$ cat config.mk
export PLATFORM = sky130hd
export DESIGN_NAME = adc_frame_sequencer
export DESIGN_NICKNAME = d
export VERILOG_FILES = /design/src/rtl/adc_frame_sequencer.sv
export SDC_FILE = /design/constraint.sdc
export NUM_CORES = 1
export LEC_CHECK = 0
export CORE_MARGIN = 2
export CORE_UTILIZATION = 65
export CTS_CLUSTER_SIZE = 12
export DETAILED_ROUTE_END_ITERATION = 10
export DONT_BUFFER_PORTS = 1
export GPL_ROUTABILITY_DRIVEN = 0
export GPL_TIMING_DRIVEN = 0
export MAX_ROUTING_LAYER = met4
export PLACE_DENSITY = 0.81
export SYNTH_ARGS = -nofsm -noshare
export SYNTH_HDL_FRONTEND = slang
export SYNTH_SLANG_ARGS = --single-unit
$ cat constraint.sdc
create_clock -name clock -period 4.6 [get_ports clock]
set_input_delay 1.38 -clock clock [delete_from_list [all_inputs] [get_ports clock]]
set_output_delay 1.38 -clock clock [all_outputs]
set_load 0.01 [all_outputs]
$ cat src/rtl/adc_frame_sequencer.sv
// rtl/adc_frame_sequencer.sv - collects SPI ADC words into channel slots and publishes whole frames
module adc_frame_sequencer #(
    parameter int CHANNELS = 4,
    parameter int TIMEOUT  = 4096,
    parameter int CNT_W    = 8
) (
    input  logic                   clock,
    input  logic                   reset,
    input  logic                   spi_nss,
    input  logic                   word_received,
    input  logic [15:0]            word_in,
    input  logic                   error_clear,
    output logic [CHANNELS*16-1:0] ch_data,
    output logic                   frame_valid,
    output logic [CNT_W-1:0]       frame_count,
    output logic                   frame_error,
    output logic [1:0]             error_code,
    output logic [CNT_W-1:0]       error_count,
    output logic                   busy
);

    localparam int TMR_W = (TIMEOUT > 2) ? $clog2(TIMEOUT) : 1;
    localparam int IDX_W = $clog2(CHANNELS);
    localparam logic [TMR_W-1:0] TMR_MAX  = TMR_W'(TIMEOUT - 1);
    localparam logic [IDX_W-1:0] IDX_LAST = IDX_W'(CHANNELS - 1);

    typedef enum logic [2:0] {
        ST_IDLE  = 3'd0,
        ST_FRAME = 3'd1,
        ST_DONE  = 3'd2,
        ST_TAIL  = 3'd3,
        ST_ERROR = 3'd4
    } state_t;

    state_t                  state_q, state_d;
    logic [2:0]              nss_sync_q, nss_sync_d;
    logic [2:0]              wr_sync_q, wr_sync_d;
    logic [IDX_W-1:0]        idx_q, idx_d;
    logic [TMR_W-1:0]        timer_q, timer_d;
    logic [CHANNELS*16-1:0]  shadow_q, shadow_d;
    logic [CHANNELS*16-1:0]  ch_data_q, ch_data_d;
    logic                    frame_valid_q, frame_valid_d;
    logic                    frame_error_q, frame_error_d;
    logic [1:0]              error_code_q, error_code_d;
    logic [CNT_W-1:0]        frame_count_q, frame_count_d;
    logic [CNT_W-1:0]        error_count_q, error_count_d;

    logic       nss_s, nss_fall, nss_rise, word_strobe;
    logic       err_set;
    logic [1:0] err_code;

    // Bit 1 is the synchronised level; bit 2 is its one-cycle-old copy for edge detection.
    assign nss_s       = nss_sync_q[1];
    assign nss_fall    = ~nss_sync_q[1] &  nss_sync_q[2];
    assign nss_rise    =  nss_sync_q[1] & ~nss_sync_q[2];
    assign word_strobe =  wr_sync_q[1]  & ~wr_sync_q[2];

    always_ff @(posedge clock) begin
        if (reset) begin
            state_q       <= ST_IDLE;
            nss_sync_q    <= 3'b111;
            wr_sync_q     <= 3'b000;
            idx_q         <= '0;
            timer_q       <= '0;
            shadow_q      <= '0;
            ch_data_q     <= '0;
            frame_valid_q <= 1'b0;
            frame_error_q <= 1'b0;
            error_code_q  <= 2'b00;
            frame_count_q <= '0;
            error_count_q <= '0;
        end else begin
            state_q       <= state_d;
            nss_sync_q    <= nss_sync_d;
            wr_sync_q     <= wr_sync_d;
            idx_q         <= idx_d;
            timer_q       <= timer_d;
            shadow_q      <= shadow_d;
            ch_data_q     <= ch_data_d;
            frame_valid_q <= frame_valid_d;
            frame_error_q <= frame_error_d;
            error_code_q  <= error_code_d;
            frame_count_q <= frame_count_d;
            error_count_q <= error_count_d;
        end
    end

    always_comb begin
        nss_sync_d    = {nss_sync_q[1:0], spi_nss};
        wr_sync_d     = {wr_sync_q[1:0], word_received};
        state_d       = state_q;
        idx_d         = idx_q;
        timer_d       = timer_q;
        shadow_d      = shadow_q;
        ch_data_d     = ch_data_q;
        frame_valid_d = 1'b0;
        frame_error_d = 1'b0;
        error_code_d  = error_code_q;
        frame_count_d = frame_count_q;
        error_count_d = error_count_q;
        err_set       = 1'b0;
        err_code      = 2'b00;

        case (state_q)
            ST_IDLE: begin
                if (nss_fall) begin
                    state_d = ST_FRAME;
                    idx_d   = '0;
                    timer_d = '0;
                end
            end
            ST_FRAME: begin
                // A word arriving with the chip-select release is stored before the release is judged.
                if (word_strobe) begin
                    shadow_d[16*int'(idx_q) +: 16] = word_in;
                    timer_d = '0;
                    if (idx_q == IDX_LAST) begin
                        state_d = ST_DONE;
                    end else begin
                        idx_d = idx_q + IDX_W'(1);
                        if (nss_rise) begin
                            err_set  = 1'b1;
                            err_code = 2'b01;
                        end
                    end
                end else if (nss_rise) begin
                    err_set  = 1'b1;
                    err_code = 2'b01;
                end else if (timer_q == TMR_MAX) begin
                    err_set  = 1'b1;
                    err_code = 2'b10;
                end else begin
                    timer_d = timer_q + TMR_W'(1);
                end
            end
            ST_DONE: begin
                ch_data_d     = shadow_q;
                frame_valid_d = 1'b1;
                frame_count_d = frame_count_q + CNT_W'(1);
                state_d       = ST_TAIL;
            end
            ST_TAIL: begin
                // Level test so a release already seen alongside the final word still ends the frame.
                if (word_strobe) begin
                    err_set  = 1'b1;
                    err_code = 2'b11;
                end else if (nss_s) begin
                    state_d = ST_IDLE;
                end
            end
            ST_ERROR: begin
                if (nss_s) state_d = ST_IDLE;
            end
            default: state_d = ST_IDLE;
        endcase

        if (err_set) begin
            state_d       = ST_ERROR;
            frame_error_d = 1'b1;
            error_code_d  = err_code;
            if (error_count_q != '1) error_count_d = error_count_q + CNT_W'(1);
        end
        if (error_clear) error_count_d = '0;
    end

    always_comb begin
        ch_data     = ch_data_q;
        frame_valid = frame_valid_q;
        frame_count = frame_count_q;
        frame_error = frame_error_q;
        error_code  = error_code_q;
        error_count = error_count_q;
        busy        = (state_q != ST_IDLE);
    end

endmodule

# Word level (Yosys, flattened, before mapping)
# Cells that the tools add are included.
dict set report totals {
  ff_bits 171
  elab_cells 88
}
dict set report op_classes {
  reduce_logical 11
  eq_ne 18
  n_bitwise 6
  muxes 33
  shift 2
  addsub 5
}
# cell n
set ops {}
lappend ops {{$bwmux 64} 1}
lappend ops {{$shift 16x33->64 const A} 1}
lappend ops {{$shiftx 16x33->64} 1}
lappend ops {{$mux 12} 4}
lappend ops {{$neg 6->33} 1}
lappend ops {{$pmux 12 s2} 1}
lappend ops {{$mux 3} 6}
lappend ops {{$ne 3x3->1 const B} 6}
lappend ops {{$add 8x1->8 const B} 2}
lappend ops {{$reduce_and 4->1} 4}
lappend ops {{$pmux 3 s5} 1}
lappend ops {{$mux 2} 7}
lappend ops {{$add 12x1->12 const B} 1}
lappend ops {{$eq 12x12->1 const B} 1}
lappend ops {{$mux 1} 10}
lappend ops {{$ne 2x2->1 const B} 5}
lappend ops {{$ne 8x8->1 const B} 1}
lappend ops {{$pmux 2 s2} 2}
lappend ops {{$eq 3x2->1 const B} 2}
lappend ops {{$reduce_and 2->1} 2}
lappend ops {{$reduce_or 2->1} 2}
lappend ops {{$and 1x1->1} 3}
lappend ops {{$eq 3x1->1 const B} 1}
lappend ops {{$eq 3x3->1 const B} 1}
lappend ops {{7 further kinds} 9}

# Depth between registers and ports, before layout
# Gate-level depths: netlist of the first run.
dict set report depth {
  depth_word 8
  ltp_mapped 8
  depth_no_buf 6
}

# Least setup slack after synthesis of the first run
# No wires, ideal clock.
dict set report synth_path {
  path_kind {input to register}
  startpoint {input reset}
  endpoint {register timer_q[9]}
  setup_slack_ns 2.157
  required_ns 4.541
  arrival_time_ns 2.384
  stages 5
  n_path_buf 2
  path_cell_list {clkbuf_1 nand2b_1 clkbuf_1 or4_1 nand2_1}
}
# item line
set synth_rtl {}
lappend synth_rtl {{from (decl)} 8} ;# input logic reset,
lappend synth_rtl {{to (signal assigned)} 77} ;# timer_q <= timer_d;
lappend synth_rtl {{to (decl)} 39} ;# logic [TMR_W-1:0] timer_q, timer_d;

# Worst setup path after layout of the first run
dict set report layout_path {
  startpoint {register state_q[0]}
  endpoint {output busy}
}
dict set report layout_between {
  elab_chain_len 1
}
# item line
set layout_lines {}
lappend layout_lines {{from (decl)} 35} ;# state_t state_q, state_d;
lappend layout_lines {{from (signal assigned)} 73} ;# state_q <= state_d;
lappend layout_lines {{$reduce_bool 3->1} 173} ;# busy = (state_q != ST_IDLE);
lappend layout_lines {{to (decl)} 19} ;# output logic busy
# Every way passes these cells.

==> results of run 1 <==
## synthesized netlist by cell type (all sizes together), types with 3 or more instances
cell and n:
nand2b 4, nor3 7, clkbuf 50, o21ai 7, ha 9, nor2b 5, nand3 78, and3 9
or4 8, and4 3, buf 8, or2 5, nor3b 6, or3 4, xor2 7, nor2 25
inv 6, a21oi 148, nand2 216, dfxtp 171, a21boi 3, nand4 4, or3b 3, o22a 3
o31ai 5
## registers in the layout, summed over array words and instances (netlist names)
signal,flops
ch_data,64
error_code,2
error_count,8
frame_count,8
frame_error,1
frame_valid,1
idx_q,2
nss_sync_q,3
shadow_q,64
state_q,3
timer_q,12
wr_sync_q,3
## cell type report
cell class / instances / area [um^2]
clock inverter: 13 / 141.4
multi-input combinational: 583 / 2930
sequential: 171 / 3423
tap: 133 / 166.4
inverter: 6 / 22.52
fill: 753 / 2477
buffer: 58 / 230.2
clock buffer: 18 / 427.9
## worst reg2reg max path, delay by kind of cell (launching register included)
family / cells / cell delay [ns]
AOI/OAI and AO/OA: 1 / 0.15
DFF: 1 / 0.46
and+or+nand+nor: 2 / 0.86
buffers and inverters: 3 / 1.16
## layer usage
layer | GRT usage, % | routed length (um) | up-vias
li1 | - | - | 2827
met1 | 39.84 | 7019 | 2792
met2 | 51.53 | 8170 | 324
met3 | 9.420 | 1785 | 73
met4 | 18.19 | 745 | 0
met5 | - | 0 | -
## metrics by stage
stage	cell area (um^2)	cells	hold WS (ns)	power, mW	util [%]
5_1_grt	7342	982	0.4403	3.027	74.77
4_1_cts	7342	982	0.4140	2.961	74.77
6_report	7342	982	0.4126	2.959	74.77
2_1_floorplan	6606	818	0.3895	1.583	-
3_3_place_gp	6773	951	0.3990	1.603	68.97
3_5_place_dp	6773	951	0.3985	1.606	68.97
## cell families after synthesis
family | after synthesis | synth area share (%)
mux | 1 | 0.1515
xor+xnor | 9 | 1.193
simple gates | 383 | 26.23
compound gates | 181 | 15.08
buf+inv | 64 | 3.826
fa+ha+maj | 9 | 1.705
flops | 171 | 51.82
## worst min-delay path by stage
| stage | start | endpoint | slack (ns) | depth (start not counted) |
|---|---|---|---|---|
| finish | nss_sync_q[0] | nss_sync_q[1] | 0.41 | 1 |
| global route | nss_sync_q[0] | nss_sync_q[1] | 0.44 | 1 |
| CTS | nss_sync_q[0] | nss_sync_q[1] | 0.41 | 1 |
| detailed placement | nss_sync_q[0] | nss_sync_q[1] | 0.40 | 1 |
| global placement | nss_sync_q[0] | nss_sync_q[1] | 0.40 | 1 |
| floorplan | nss_sync_q[0] | nss_sync_q[1] | 0.39 | 1 |
## where the power goes
part           total (mW)  switching [mW]  internal [mW]  leakage [nW]
clock network        1.38           0.594          0.789         0.274
registers            1.49         0.00508           1.49          1.38
logic              0.0855          0.0636         0.0218         0.748
==> qor.csv, run 1 <==
metric,value,unit
Setup Slack @ Placement,1.743,ns
CP cell instances,clkbuf_1 > or3_1,
Post-Route Setup TNS,0,ns
Worst-Margin Slew,0.9011,ns
status,"complete, no violations",
first-pass GRT wire length,28.53,mm
crit end category,primary output,
period utilisation layout,62.53,%
Post-synth EDFFs,0,
Worst Path Max Fanout,10,
clk buf depth,2,
Post-CTS Setup Bufs,0,
CTS root buf,clkbuf_8,
CTS tree,built,
start of the worst register-to-register path,state_q[1],
Main synth FF type,dfxtp_1,
path type of the worst setup path,register to primary output,
critical path data required time,3.22,ns
die area,10990,um^2
largest cells by area after synthesis,"dfxtp_1, nand2_1, a21oi_1",
post-synthesis cell type count,49,
layout cells sized above 1,5.536,%
Tmin final,2.876,ns
R2R depth,6,
Worst Hold Class,register to register,
Worst EP arrival,1.50,ns
post-CTS sizing,0,
Yosys top cell area share,51.82,%
Avg WL per Cell,18.05,um
Syn Nets,848,
total CTS buffers,17,
final setup margin,1.724,ns
"most common cell after layout, fill and taps aside",nand2_1,
H-tree lvl count,4,
DIE WIDTH,104.8,um
P_leak,2.401,nW
"IR drop worst, VDD",207.3,uV
clock sink count,171,
hpwl dp,12.30,mm
cts hold-fix bufs,0,
initial antenna violation count,0,
gr ovfl total,0,
Crit-path slowest cell,or3_1,
Final Hold Viols,0,
"CTS clk-pin slew, worst paths",0.07,ns
fmax,0.3476,GHz
"Setup violations, final",0,
Initial Util,67.28,%
clock skew,0.01051,ns
drt drc,0,
DR iter-0 viols,441,
RSZ-0062 raised after global routing,false,
reg2reg end,ch_data[23],
"Slew Viols, Final",0,
gr usage total,33.51,%
drt first pass iters,6,
die height,104.8,um
Startpoint Class,register,
core box area,9819,um^2
Crit path largest cell delay,0.43,ns
Crit path buffers/inverters,1,
DRT Wirelength,17.72,mm
Pwr per Cell Area,403.1,nW/um^2
Area Overhead vs Synth,11.14,%
"flops & latches, synth",171,
Setup crit end,busy,
Synth area leader,dfxtp_1,
via count,6016,
Top delay family on crit path,simple AND/OR/NAND/NOR gates,
syn_area_per_cell,8.076,um^2
Top Ports,106,
fin nets,867,
clk_lat worst skew,0.54,ns
row count,36,
crit path from,state_q[0],
Synth Warn #,0,
Vias/cell,6.126,
Post-DRT Antenna Nets,0,
WP depth,2,
Synth async-reset ratio,0,%
Syn Std Cell Area,6606,um^2
n_diodes,0,
vias in the first global route,5882,
port bufs,0,
Cells after Synth,818,
max_slew headroom,39.47,%
reg2reg setup slack,1.90,ns
"leading cell types in the layout, fill and taps excluded","nand2_1, dfxtp_1, a21oi_1, nand3_1, clkbuf_1",
MaxCap Viol Count,0,
sequential area share after synthesis,51.82,%
largest net degree at the start of global routing,17,
Note: power is estimated with default switching activity, not from simulation.
==> run 2: changes to the inputs <==
- CORE_UTILIZATION: 65 -> 56
- PLACE_DENSITY: 0.81 -> 0.74
- clock period: 4.6 -> 2.55 ns (I/O delays scaled with it)
==> qor.csv, run 2 (synthesis results as in run 1) <==
metric,value,unit,change
status,finished with violations,,
failing checks,setup timing,,
Final Hold Viols,0,,unchanged
via count,5823,,-3.2%
drt first pass iters,5,,-1
path type of the worst setup path,register to register,,
H-tree lvl count,4,,unchanged
"CTS clk-pin slew, worst paths",0.06,ns,about the same
"leading cell types in the layout, fill and taps excluded","nand2_1, dfxtp_1, a21oi_1, nand3_1, clkbuf_1",,
P_leak,2.459,nW,+2.4%
# fillers,945,,+25%
vias in the first global route,5652,,-3.9%
hold_ws,0.4170,ns,+0.004429 ns
Crit path buffers/inverters,2,,+1
cts hold-fix bufs,0,,unchanged
Post-DRT Antenna Nets,0,,unchanged
fmax,0.3876,GHz,
Startpoint Class,register,,
CTS tree,built,,
initial antenna violation count,0,,unchanged
DRT Wirelength,17.32,mm,-2.3%
core box area,11470,um^2,+17%
port bufs,0,,unchanged
Tot Pwr,5.715,mW,+93%
max_slew headroom,43.72,%,+4.3 points
clock skew,0.008612,ns,-0.001894 ns
period utilisation layout,101.2,%,
Pwr per Cell Area,766.4,nW/um^2,+90%
Area Overhead vs Synth,12.88,%,
clk_lat worst skew,0.43,ns,-0.11 ns
fin nets,867,,unchanged
first-pass GRT wire length,27.52,mm,-3.5%
Top Ports,106,,unchanged
"Setup violations, final",4,,+4
"IR drop worst, VDD",885.5,uV,+330%
start of the worst register-to-register path,idx_q[0],,
clk buf depth,2,,unchanged
DIE WIDTH,112.6,um,+7.4%
Tmin final,2.580,ns,
crit path from,idx_q[0],,
die area,12680,um^2,+15%
gr usage total,28.12,%,-5.4 points
hpwl dp,12.40,mm,+0.74%
die height,112.6,um,+7.4%
post-route cell area,7457,um^2,+1.6%
RSZ-0062 raised after global routing,true,,
DP Area,6785,um^2,+0.18%
n_diodes,0,,unchanged
Avg WL per Cell,17.44,um,-3.4%
Crit path largest cell delay,0.64,ns,+0.21 ns
post-CTS sizing,1,,+1
"Slew Viols, Final",0,,unchanged
layout cells sized above 1,5.882,%,+0.35 points
Crit-path slowest cell,nor3b_1,,
Util after Layout,65.03,%,-9.7 points
Worst Path Max Fanout,10,,unchanged
total CTS buffers,17,,unchanged
DR iter-0 viols,424,,-3.9%
Initial Util,57.61,%,-9.7 points
CTS root buf,clkbuf_16,,
Setup Slack @ Placement,-0.1142,ns,-1.857 ns
Post-CTS Setup Bufs,0,,unchanged
Worst EP arrival,2.93,ns,+1.43 ns
Worst Hold Class,register to register,,
drt drc,0,,unchanged
row count,39,,+8.3%
worst hold start,nss_sync_q[0],,
clock sink count,171,,unchanged
Vias/cell,5.864,,-4.3%
crit end category,register,,
final setup margin,-0.02986,ns,-1.753 ns
MaxCap Viol Count,0,,unchanged
critical path data required time,2.90,ns,-0.32 ns
reg2reg setup slack,-0.03,ns,-1.93 ns
CP cell instances,inv_1 > ha_1 > nor3b_1 > clkbuf_1 > nand3_1 > a21oi_1,,
gr ovfl total,0,,unchanged
Top delay family on crit path,simple AND/OR/NAND/NOR gates,,
largest net degree at the start of global routing,17,,unchanged
"most common cell after layout, fill and taps aside",nand2_1,,
Worst-Margin Slew,0.8424,ns,-0.05867 ns
-- run 2: changes by cell type in the layout (fill, tap and decap cells not counted), sizes merged --
cell,before,now
bufinv,2,5
inv,10,9
clkinvlp,3,0
clkbuf,68,70
-- run 2: final cells by class --
cell class                 instances  area, um^2  share of cell area [%]
tap                              143       178.9                   2.399
inverter                           6       22.52                  0.3020
clock buffer                      20       456.7                   6.124
multi-input combinational        583        2935                   39.36
clock inverter                    12       207.7                   2.785
sequential                       171        3423                   45.91
buffer                            58       232.7                   3.121
-- run 2: path summary, 6_finish.rpt --
kind | endpoint | depth (start not counted)
hold / removal | nss_sync_q[1] | 1
setup reg to reg | shadow_q[22] | 6
hold reg to reg | nss_sync_q[1] | 1
setup / recovery | shadow_q[22] | 6
-- run 2: where the power goes --
group          total [mW]  internal, mW  switching (mW)
clock network        2.88          1.80            1.07
logic               0.150        0.0393           0.111
registers            2.69          2.68         0.00877
-- run 2: layer usage --
metal	GRT usage [%]	wire length [um]	vias to the layer above
met5	-	0	-
met4	12.28	531	0
met3	9.395	1540	50
met2	43.95	8068	230
met1	33.13	7178	2714
li1	-	-	2829
-- run 2: through the flow --
step                      setup TNS, ns  instances
after floorplan                       0        818
after global placement        -0.004999        961
after global routing             -2.131        993
after detailed placement        -0.7337        961
final                          -0.05745        993
after CTS                             0        993
